--- src/rtl/retire_trace_unit.sv ---
// Retire-trace generator: pairs each fetched PC with its write-back result and emits the
// 70-bit inst_retire word. Optional retire/cycle counters are built when RETIRE_PERF_CNT_EN is defined.
module retire_trace_unit #(
  parameter logic [31:0] RESET_PC = 32'h0
) (
  input  logic        clk,
  input  logic        rst,
  input  logic        inst_req_fire,
  input  logic [31:0] pc_fetch,
  input  logic        wb_valid,
  input  logic        wb_rf_wen,
  input  logic [4:0]  wb_rf_waddr,
  input  logic [31:0] wb_rf_wdata,
  output logic [69:0] inst_retire,
  output logic        protocol_err,
  output logic [31:0] retire_cnt,
  output logic [31:0] cycle_cnt
);

  typedef enum logic {
    ST_EMPTY = 1'b0,
    ST_HELD  = 1'b1
  } state_t;

  state_t      r_state;
  state_t      w_state_nxt;
  logic        w_err_set;
  logic        w_rf_en;
  logic [31:0] r_pc_hold;
  logic [69:0] r_retire;
  logic        r_protocol_err;

  // NOTE: state registers use non-blocking assignments so every flop samples pre-edge values.
  always_ff @(posedge clk) begin
    if (rst) begin
      r_state <= ST_EMPTY;
    end else begin
      r_state <= w_state_nxt;
    end
  end

  // NOTE: defaults first so no path leaves an output unassigned and infers a latch.
  always_comb begin
    w_state_nxt = r_state;
    w_err_set   = 1'b0;
    case (r_state)
      ST_EMPTY: begin
        if (inst_req_fire) w_state_nxt = ST_HELD;
        if (wb_valid)      w_err_set   = 1'b1;
      end
      ST_HELD: begin
        if (wb_valid && !inst_req_fire) w_state_nxt = ST_EMPTY;
        if (inst_req_fire && !wb_valid) w_err_set   = 1'b1;
      end
      default: w_state_nxt = ST_EMPTY;
    endcase
  end

  // Writes to x0 retire but must not look like register-file updates.
  assign w_rf_en = wb_rf_wen && (wb_rf_waddr != 5'd0);

  // The retire word below reads the old pc_hold, so a same-cycle fire cannot leak into it.
  always_ff @(posedge clk) begin
    if (rst) begin
      r_pc_hold <= RESET_PC;
    end else if (inst_req_fire) begin
      r_pc_hold <= pc_fetch;
    end
  end

  // NOTE: reset is tested first so it overrides a concurrent wb_valid or fire.
  always_ff @(posedge clk) begin
    if (rst) begin
      r_retire <= {1'b0, 5'd0, 32'd0, RESET_PC};
    end else if (wb_valid) begin
      r_retire <= {w_rf_en, wb_rf_waddr, wb_rf_wdata, r_pc_hold};
    end else begin
      r_retire[69] <= 1'b0;
    end
  end

  always_ff @(posedge clk) begin
    if (rst) begin
      r_protocol_err <= 1'b0;
    end else if (w_err_set) begin
      r_protocol_err <= 1'b1;
    end
  end

  assign inst_retire  = r_retire;
  assign protocol_err = r_protocol_err;

`ifdef RETIRE_PERF_CNT_EN
  logic [31:0] r_retire_cnt;
  logic [31:0] r_cycle_cnt;

  always_ff @(posedge clk) begin
    if (rst) begin
      r_retire_cnt <= 32'd0;
      r_cycle_cnt  <= 32'd0;
    end else begin
      r_cycle_cnt <= r_cycle_cnt + 32'd1;
      if (wb_valid) r_retire_cnt <= r_retire_cnt + 32'd1;
    end
  end

  assign retire_cnt = r_retire_cnt;
  assign cycle_cnt  = r_cycle_cnt;
`else
  assign retire_cnt = 32'd0;
  assign cycle_cnt  = 32'd0;
`endif

endmodule
--- config.mk ---
export PLATFORM = sky130hd
export DESIGN_NAME = retire_trace_unit
export DESIGN_NICKNAME = d
export VERILOG_FILES = /design/src/rtl/retire_trace_unit.sv
export SDC_FILE = /design/constraint.sdc
export NUM_CORES = 1
export LEC_CHECK = 0
export CORE_MARGIN = 3
export CORE_UTILIZATION = 25
export CTS_BUF_LIST = sky130_fd_sc_hd__clkbuf_16
export DETAILED_ROUTE_END_ITERATION = 6
export MAX_ROUTING_LAYER = met4
export PLACE_DENSITY_LB_ADDON = 0.08
export SLEW_MARGIN = 20
export SYNTH_ARGS = -nofsm -noshare
export SYNTH_HDL_FRONTEND = slang
export SYNTH_SLANG_ARGS = --single-unit
--- constraint.sdc ---
create_clock -name clk -period 0.8 [get_ports clk]
set_input_delay 0.08 -clock clk [delete_from_list [all_inputs] [get_ports clk]]
set_output_delay 0.08 -clock clk [all_outputs]
set_load 0.05 [all_outputs]
== After elaboration in Yosys (flattened, before gate mapping) ==
Index checks and enable logic that the tools add are counted.
Operators by class
  multiplexer cells: 6
  bitwise operators: 2
  reduce and logical (&&, ||, !) cells: 7
Operators with widths (count)
  nonzero test 5 bit: 1
  two-way mux 1 bit: 4
  case mux 1 bit (2 select lines): 2
  logical AND 1 bit: 3
  zero test 1 bit: 2
  NOT 1 bit: 2
  OR reduction 2 bit: 1
Storage, ports and cells
  register bits after elaboration: 104
  input bits: 74
  word-level logic and storage cells: 20

== Longest topological paths before layout ==
Gate-level depths: netlist of run 1.
  depth after elaboration: 4
  gate-level depth with buffers: 4
  mapped depth without buffers: 2

== Worst setup path before layout of run 1 ==
OpenSTA, ideal clock, no wires.
  path type: register to register
  start point: reg, netlist name inst_retire[0]
  end point: reg r_retire[0] (netlist: inst_retire[0])
  library setup time: 65 ps
  data arrival time: 817 ps
  required time: 735 ps
  path slack: -82 ps
  stages on the path, launching flop included: 3
  buffers on the path: 0
  period minus slack after synthesis: 882 ps
  cells stage by stage: dfxtp_1 -> mux2i_1 -> nor2_1
RTL lines
  to (signal assigned): RTL line 74  | r_retire <= {1'b0, 5'd0, 32'd0, RESET_PC};
  to (signal assigned): RTL line 76  | r_retire <= {w_rf_en, wb_rf_waddr, wb_rf_wdata, r_pc_hold};
  to (decl): RTL line 30  | logic [69:0] r_retire;

== Final worst setup path of run 1 ==
  start point: reg r_retire[10] (netlist: inst_retire[10])
  end point: out inst_retire[10]
RTL lines
  to (decl): RTL line 14  | output logic [69:0] inst_retire,
No word-level cell between the ends.

==> impl_metrics.json, run 1 <==
{
  "drt-initial-drc-count": 74,
  "cellPowerDensity_nw_per_um2": 1944,
  "syn-instance-count": 406,
  "p_leak_nw": 3.021,
  "rows": 47,
  "grtUsageTotal_pct": 11.07,
  "cap_violations": 0,
  "routed_wirelength_um": 10320,
  "failed_checks": "negative setup slack",
  "cts_buffers": 9,
  "finClkSkew_ns": 0.004313,
  "clock_latency_ns": 0.35,
  "worst_setup_path_start_kind": "flip-flop",
  "cts_tree": "yes",
  "startpoint": "inst_retire[10]",
  "setup_ws_ns": -0.1241,
  "syn_area_um2": 4248,
  "fillers": 1627,
  "clkTransAtPathRegs_ns": 0.07,
  "die_height_um": 136.4,
  "final-hold-violation-count": 0,
  "worst-path-stages": 1,
  "holdPathStages": 3,
  "die_area_um2": 18590,
  "path_max_fanout": 2,
  "asyncSetResetFlopFracSynth_pct": 0,
  "ys_ff_latch": 104,
  "dr.pass1.iters": 4,
  "rsz0062_at_grt": "yes",
  "ys.flop_type": "dfxtp_1",
  "grt_max_degree": 52,
  "wire_per_inst_um": 13.29,
  "io_pins": 209,
  "slowest_delay_ns": 0.36,
  "nets": 625,
  "max-vdd-ir-drop_mv": 0.8725,
  "syn_avg_cell_area_um2": 10.46,
  "rr_endpoint": "inst_retire[52]",
  "core-area_um2": 16580,
  "cts_max_level": 3,
  "ys_seq_area_share_pct": 49.01,
  "cp_num_buf_inv": 1,
  "holdWs_ns": 0.1059,
  "gp_congestion": 0.6872,
  "yosys_warnings": 0,
  "clockBufferDepth": 2,
  "cp-end-kind": "primary output",
  "syn_to_final_growth_pct": 59.44,
  "criticalPathCategory": "flip-flop to primary output",
  "reg2regPathDepth": 3,
  "layout-drive-gt1-share_pct": 31.83,
  "globalRouteOverflowTotal": 0,
  "antenna_found_initial": 0,
  "numPortBuffers": 144,
  "via_per_inst": 3.823,
  "grt_pass1_wl_um": 15410,
  "cts_sinks": 104,
  "worst_ep_arrival_time_ns": 0.84,
  "required_ns": 0.72,
  "endpoint": "inst_retire[10]",
  "synth-edff-count": 0,
  "setup_viol": 71,
  "rrSetupSlack_ns": 0.05,
  "drv_slew": 0,
  "path_cells": "buf_12",
  "routed-via-count": 2967,
  "grt_pass1_vias": 2828,
  "fp.dieW_um": 136.4,
  "ant_nets": 0,
  "status": "finished with violations",
  "dp_hpwl_um": 7594,
  "tns_ns": -7.996,
  "cpLargestDelayFamily": "flip-flops",
  "start_util_pct": 25.61,
  "diodes": 0,
  "min_period_ns": 0.9241,
  "fin_crit_sh_pct": 115.5,
  "slowest_stage": "dfxtp_2",
  "hold_class": "input port to flip-flop",
  "cts_root_buf": "clkbuf_16",
  "max_freq_mhz": 1082,
  "synth_cell_type_count": 18,
  "drc_errors": 0,
  "rr_startpoint": "inst_retire[52]"
}
-- final cells by class --
cell class | count | area (um2) | share of cell area [%]
multi-input cells | 275 | 1689 | 24.94
clock inverters | 7 | 62.56 | 0.9237
repair buffers | 159 | 2342 | 34.58
clock buffers | 9 | 225.2 | 3.325
inverters | 2 | 7.507 | 0.1108
well taps | 220 | 275.3 | 4.064
flip-flops and latches | 104 | 2171 | 32.05
-- flip-flops by register name (all words and copies together) (netlist names) --
| name | cells |
|---|---|
| protocol_err | 1 |
| r_state | 1 |
| r_pc_hold | 32 |
| inst_retire | 70 |
-- metrics by stage --
step,total power [mW],cell area (um2),setup slack [ns],util [%],cells
2_1_floorplan,7.878,4572,0.07159,-,469
3_3_place_gp,8.921,6476,-0.1508,39.05,759
3_5_place_dp,8.954,6476,-0.1662,39.05,759
4_1_cts,13.43,6765,-0.1523,40.80,775
5_1_grt,13.77,6773,-0.1677,40.84,776
6_report,13.17,6773,-0.1241,40.84,776
-- worst register-to-register path: stages, from the launching register on --
cell	delay, ns
dfxtp_2	0.34
buf_4	0.13
mux2i_1	0.13
nor2_1	0.05
-- layout by cell type, fill, tap and decap left out, types with 2 or more instances in the layout --
cell,count
dfxtp_1,33
clkinv_2,4
clkdlybuf4s50_1,70
clkbuf_16,9
dfxtp_2,71
mux2i_1,101
buf_12,78
nor2_1,102
buf_4,10
inv_1,2
nand2b_1,2
conb_1,64
-- power breakdown --
group / switching [mW] / internal [mW]
registers: 0.222 / 5.49
logic: 1.79 / 1.31
clock network: 1.95 / 2.40
-- timing repair --
| action | 4_1_cts | 5_1_grt |
|---|---|---|
| setup buffers | 0 | 1 |
| hold buffers | 0 | 0 |
| gates resized for setup | 1 | 0 |
| setup endpoints to repair | 71 | 71 |
-- cells by family after synthesis --
| logic type | Yosys count | share of synthesized area [%] |
|---|---|---|
| multiplexers | 101 | 23.80 |
| flip-flops | 104 | 49.01 |
| AND/OR/NAND/NOR | 107 | 9.750 |
| AO/OA/AOI/OAI | 3 | 0.5596 |
| buffers and inverters | 90 | 16.79 |
| other | 1 | 0.08828 |
-- cell usage after synthesis, types with 2 or more instances --
library cell | instances | area [um2]
buf_2 | 8 | 40.04
buf_4 | 65 | 488.0
buf_6 | 5 | 56.30
buf_8 | 6 | 90.09
clkbuf_1 | 3 | 11.26
dfxtp_1 | 104 | 2082
inv_1 | 2 | 7.510
mux2i_1 | 101 | 1011
nand2b_1 | 2 | 12.51
nor2_1 | 102 | 382.9
-- routing by layer --
metal,up-vias,global-route usage (%),share of wire [%]
met5,-,-,0
met4,0,4.871,1.7
met3,13,4.071,8.5
met2,112,15.96,45
met1,1367,13.87,45
li1,1475,-,-
-- worst min-delay path by stage --
stage / start / slack, ns / end
2_1_floorplan: wb_rf_wen / 0.21 / inst_retire[69]
3_3_place_gp: rst / 0.46 / inst_retire[26]
3_5_place_dp: rst / 0.46 / inst_retire[18]
4_1_cts: rst / 0.09 / inst_retire[18]
5_1_grt: rst / 0.11 / inst_retire[18]
6_report: rst / 0.11 / inst_retire[18]
Power figures use the tool's default switching activity.
==> run 2: changes to the inputs <==
--- a/config.mk
+++ b/config.mk
@@ -5,7 +5,7 @@
 export SDC_FILE = /design/constraint.sdc
 export NUM_CORES = 1
 export LEC_CHECK = 0
-export CORE_MARGIN = 3
+export CORE_MARGIN = 4
 export CORE_UTILIZATION = 25
 export CTS_BUF_LIST = sky130_fd_sc_hd__clkbuf_16
 export DETAILED_ROUTE_END_ITERATION = 6
==> constraint.sdc (replaced) <==
create_clock -name clk -period 1.1 [get_ports clk]
set_input_delay 0.11 -clock clk [delete_from_list [all_inputs] [get_ports clk]]
set_output_delay 0.11 -clock clk [all_outputs]
set_load 0.05 [all_outputs]
==> run 2 against run 1 <==
The run now ends clean. Count of clock-buffer cells in the layout unchanged. Sequential share of layout area decreased by 0.42 points. Clock power down 29%. Sequential power fell by 28%. First-iteration DRC count rose by 12%. Design area is 2.8% lower. Via count decreased by 1.2%. Wire length is 1.2% higher. Flip-flop and latch count is the same. Cell count shrank 1.3%. Core utilization decreased by 1.3 points. Hold slack improved by 0.10 ns. Critical endpoint is now inst_retire[16]. Highest routed layer unchanged.
==> impl_metrics.json, run 2 (synthesis results as in run 1) <==
{
  "antenna_found_initial": 0,
  "cap_violations": 0,
  "p_leak_nw": 2.937,
  "wire_per_inst_um": 13.63,
  "clkTransAtPathRegs_ns": 0.07,
  "diodes": 0,
  "startpoint": "inst_retire[16]",
  "slowest_stage": "dfxtp_1",
  "grt_max_degree": 62,
  "tns_ns": 0,
  "syn_to_final_growth_pct": 54.93,
  "fin_crit_sh_pct": 91.07,
  "core-area_um2": 16640,
  "routed-via-count": 2930,
  "criticalPathCategory": "flip-flop to primary output",
  "max_freq_mhz": 998.2,
  "holdWs_ns": 0.2096,
  "endpoint": "inst_retire[16]",
  "fp.dieW_um": 138.4,
  "worst_setup_path_start_kind": "flip-flop",
  "drt-initial-drc-count": 83,
  "met2_usage_pct": 16.62,
  "use_met1_pct": 14.10,
  "cts_root_buf": "clkbuf_16",
  "rows": 47,
  "design_area_um2": 6581,
  "slowest_delay_ns": 0.39,
  "die_area_um2": 19140,
  "rr_endpoint": "protocol_err",
  "clock_latency_ns": 0.34,
  "min_period_ns": 1.002,
  "gp_congestion": 0.7089,
  "final_cell_mix": "104 x dfxtp_1, 102 x nor2_1, 101 x mux2i_1, 76 x buf_12, 70 x clkdlybuf4s50_1",
  "path_max_fanout": 2,
  "setup_viol": 0,
  "ctsResizeCount": 0,
  "rsz0062_at_grt": "no",
  "rr_startpoint": "r_state",
  "drc_errors": 0,
  "layoutNonFillerInstCount": 766,
  "cellPowerDensity_nw_per_um2": 1434,
  "met3_usage_pct": 4.593,
  "dpl_cell_area_um2": 6304,
  "routed_wirelength_um": 10440,
  "globalRouteOverflowTotal": 0,
  "largest_register_ffs": 70,
  "cp_num_buf_inv": 1,
  "status": "completed",
  "cts_tree": "yes",
  "final-hold-violation-count": 0,
  "ant_nets": 0,
  "hold_class": "input port to flip-flop",
  "grt_pass1_vias": 2886,
  "io_pins": 209,
  "reg2regPathDepth": 2,
  "cpLargestDelayFamily": "flip-flops",
  "start_util_pct": 25.52,
  "cts_buffers": 9,
  "cp-end-kind": "primary output",
  "fillers": 1650,
  "worst_ep_arrival_time_ns": 0.89,
  "cts_setup_buffers": 0,
  "cts_sinks": 104,
  "numPortBuffers": 144,
  "layout-drive-gt1-share_pct": 17.40,
  "path_cells": "buf_12",
  "worst-path-stages": 1,
  "max-vdd-ir-drop_mv": 1.092,
  "clockBufferDepth": 2,
  "nets": 616,
  "dr.pass1.iters": 4,
  "die_height_um": 138.4,
  "finClkSkew_ns": 0.003658,
  "layout_commonest_cell": "dfxtp_1",
  "required_ns": 0.99,
  "gr-max-usage-layer": "met2",
  "dp_hpwl_um": 7355,
  "grtUsageTotal_pct": 11.18,
  "cts_max_level": 3,
  "postCtsHoldBufs": 0,
  "drv_slew": 0,
  "place_inst": 751,
  "rrSetupSlack_ns": 0.43,
  "grt_pass1_wl_um": 16530,
  "via_per_inst": 3.825
}
-- run 2: cell types whose count changed in the layout (fill, tap and decap cells not counted) --
cell	change
clkinv_4	-1
dfxtp_1	+71
clkinv_2	-1
buf_4	-7
buf_12	-2
dfxtp_2	-71
inv_1	+1
-- run 2: layout make-up --
| cell class | count | area, um2 | share of cell area, % |
|---|---|---|---|
| clock inverters | 6 | 52.55 | 0.7985 |
| flip-flops and latches | 104 | 2082 | 31.64 |
| well taps | 220 | 275.3 | 4.183 |
| inverters | 2 | 7.507 | 0.1141 |
| clock buffers | 9 | 225.2 | 3.422 |
| repair buffers | 150 | 2250 | 34.18 |
| multi-input cells | 275 | 1689 | 25.67 |
-- run 2: per-stage QoR --
| stage | util, % | worst slack, ns | total power, mW |
|---|---|---|---|
| 4_1_cts | 39.55 | 0.05958 | 9.643 |
| 2_1_floorplan | - | 0.2180 | 5.701 |
| 5_1_grt | 39.55 | 0.03279 | 9.916 |
| 6_report | 39.55 | 0.09822 | 9.434 |
| 3_3_place_gp | 37.88 | 0.1164 | 6.422 |
| 3_5_place_dp | 37.88 | 0.09382 | 6.442 |
-- run 2: routing by layer --
metal | vias up | share of wire (%)
met2 | 120 | 46
li1 | 1454 | -
met1 | 1348 | 46
met5 | - | 0
met3 | 8 | 7.1
met4 | 0 | 1.0
-- run 2: worst min path at each step --
stage | start | to | slack, ns | cells past startpoint
2_1_floorplan | wb_rf_wen | inst_retire[69] | 0.24 | 2
3_3_place_gp | r_state | r_state | 0.47 | 2
3_5_place_dp | r_state | r_state | 0.48 | 2
4_1_cts | rst | inst_retire[15] | 0.20 | 3
5_1_grt | rst | inst_retire[15] | 0.21 | 3
6_report | rst | inst_retire[15] | 0.21 | 3
-- run 2: report_power, final --
part	switching [mW]	internal [mW]
clock	1.37	1.73
sequential	0.162	3.96
combinational	1.30	0.919
total	2.83	6.61
-- run 2: tightest hold or removal path, stage by stage --
cell    delay [ns]
buf_4         0.11
buf_12        0.21
nor2_1        0.07
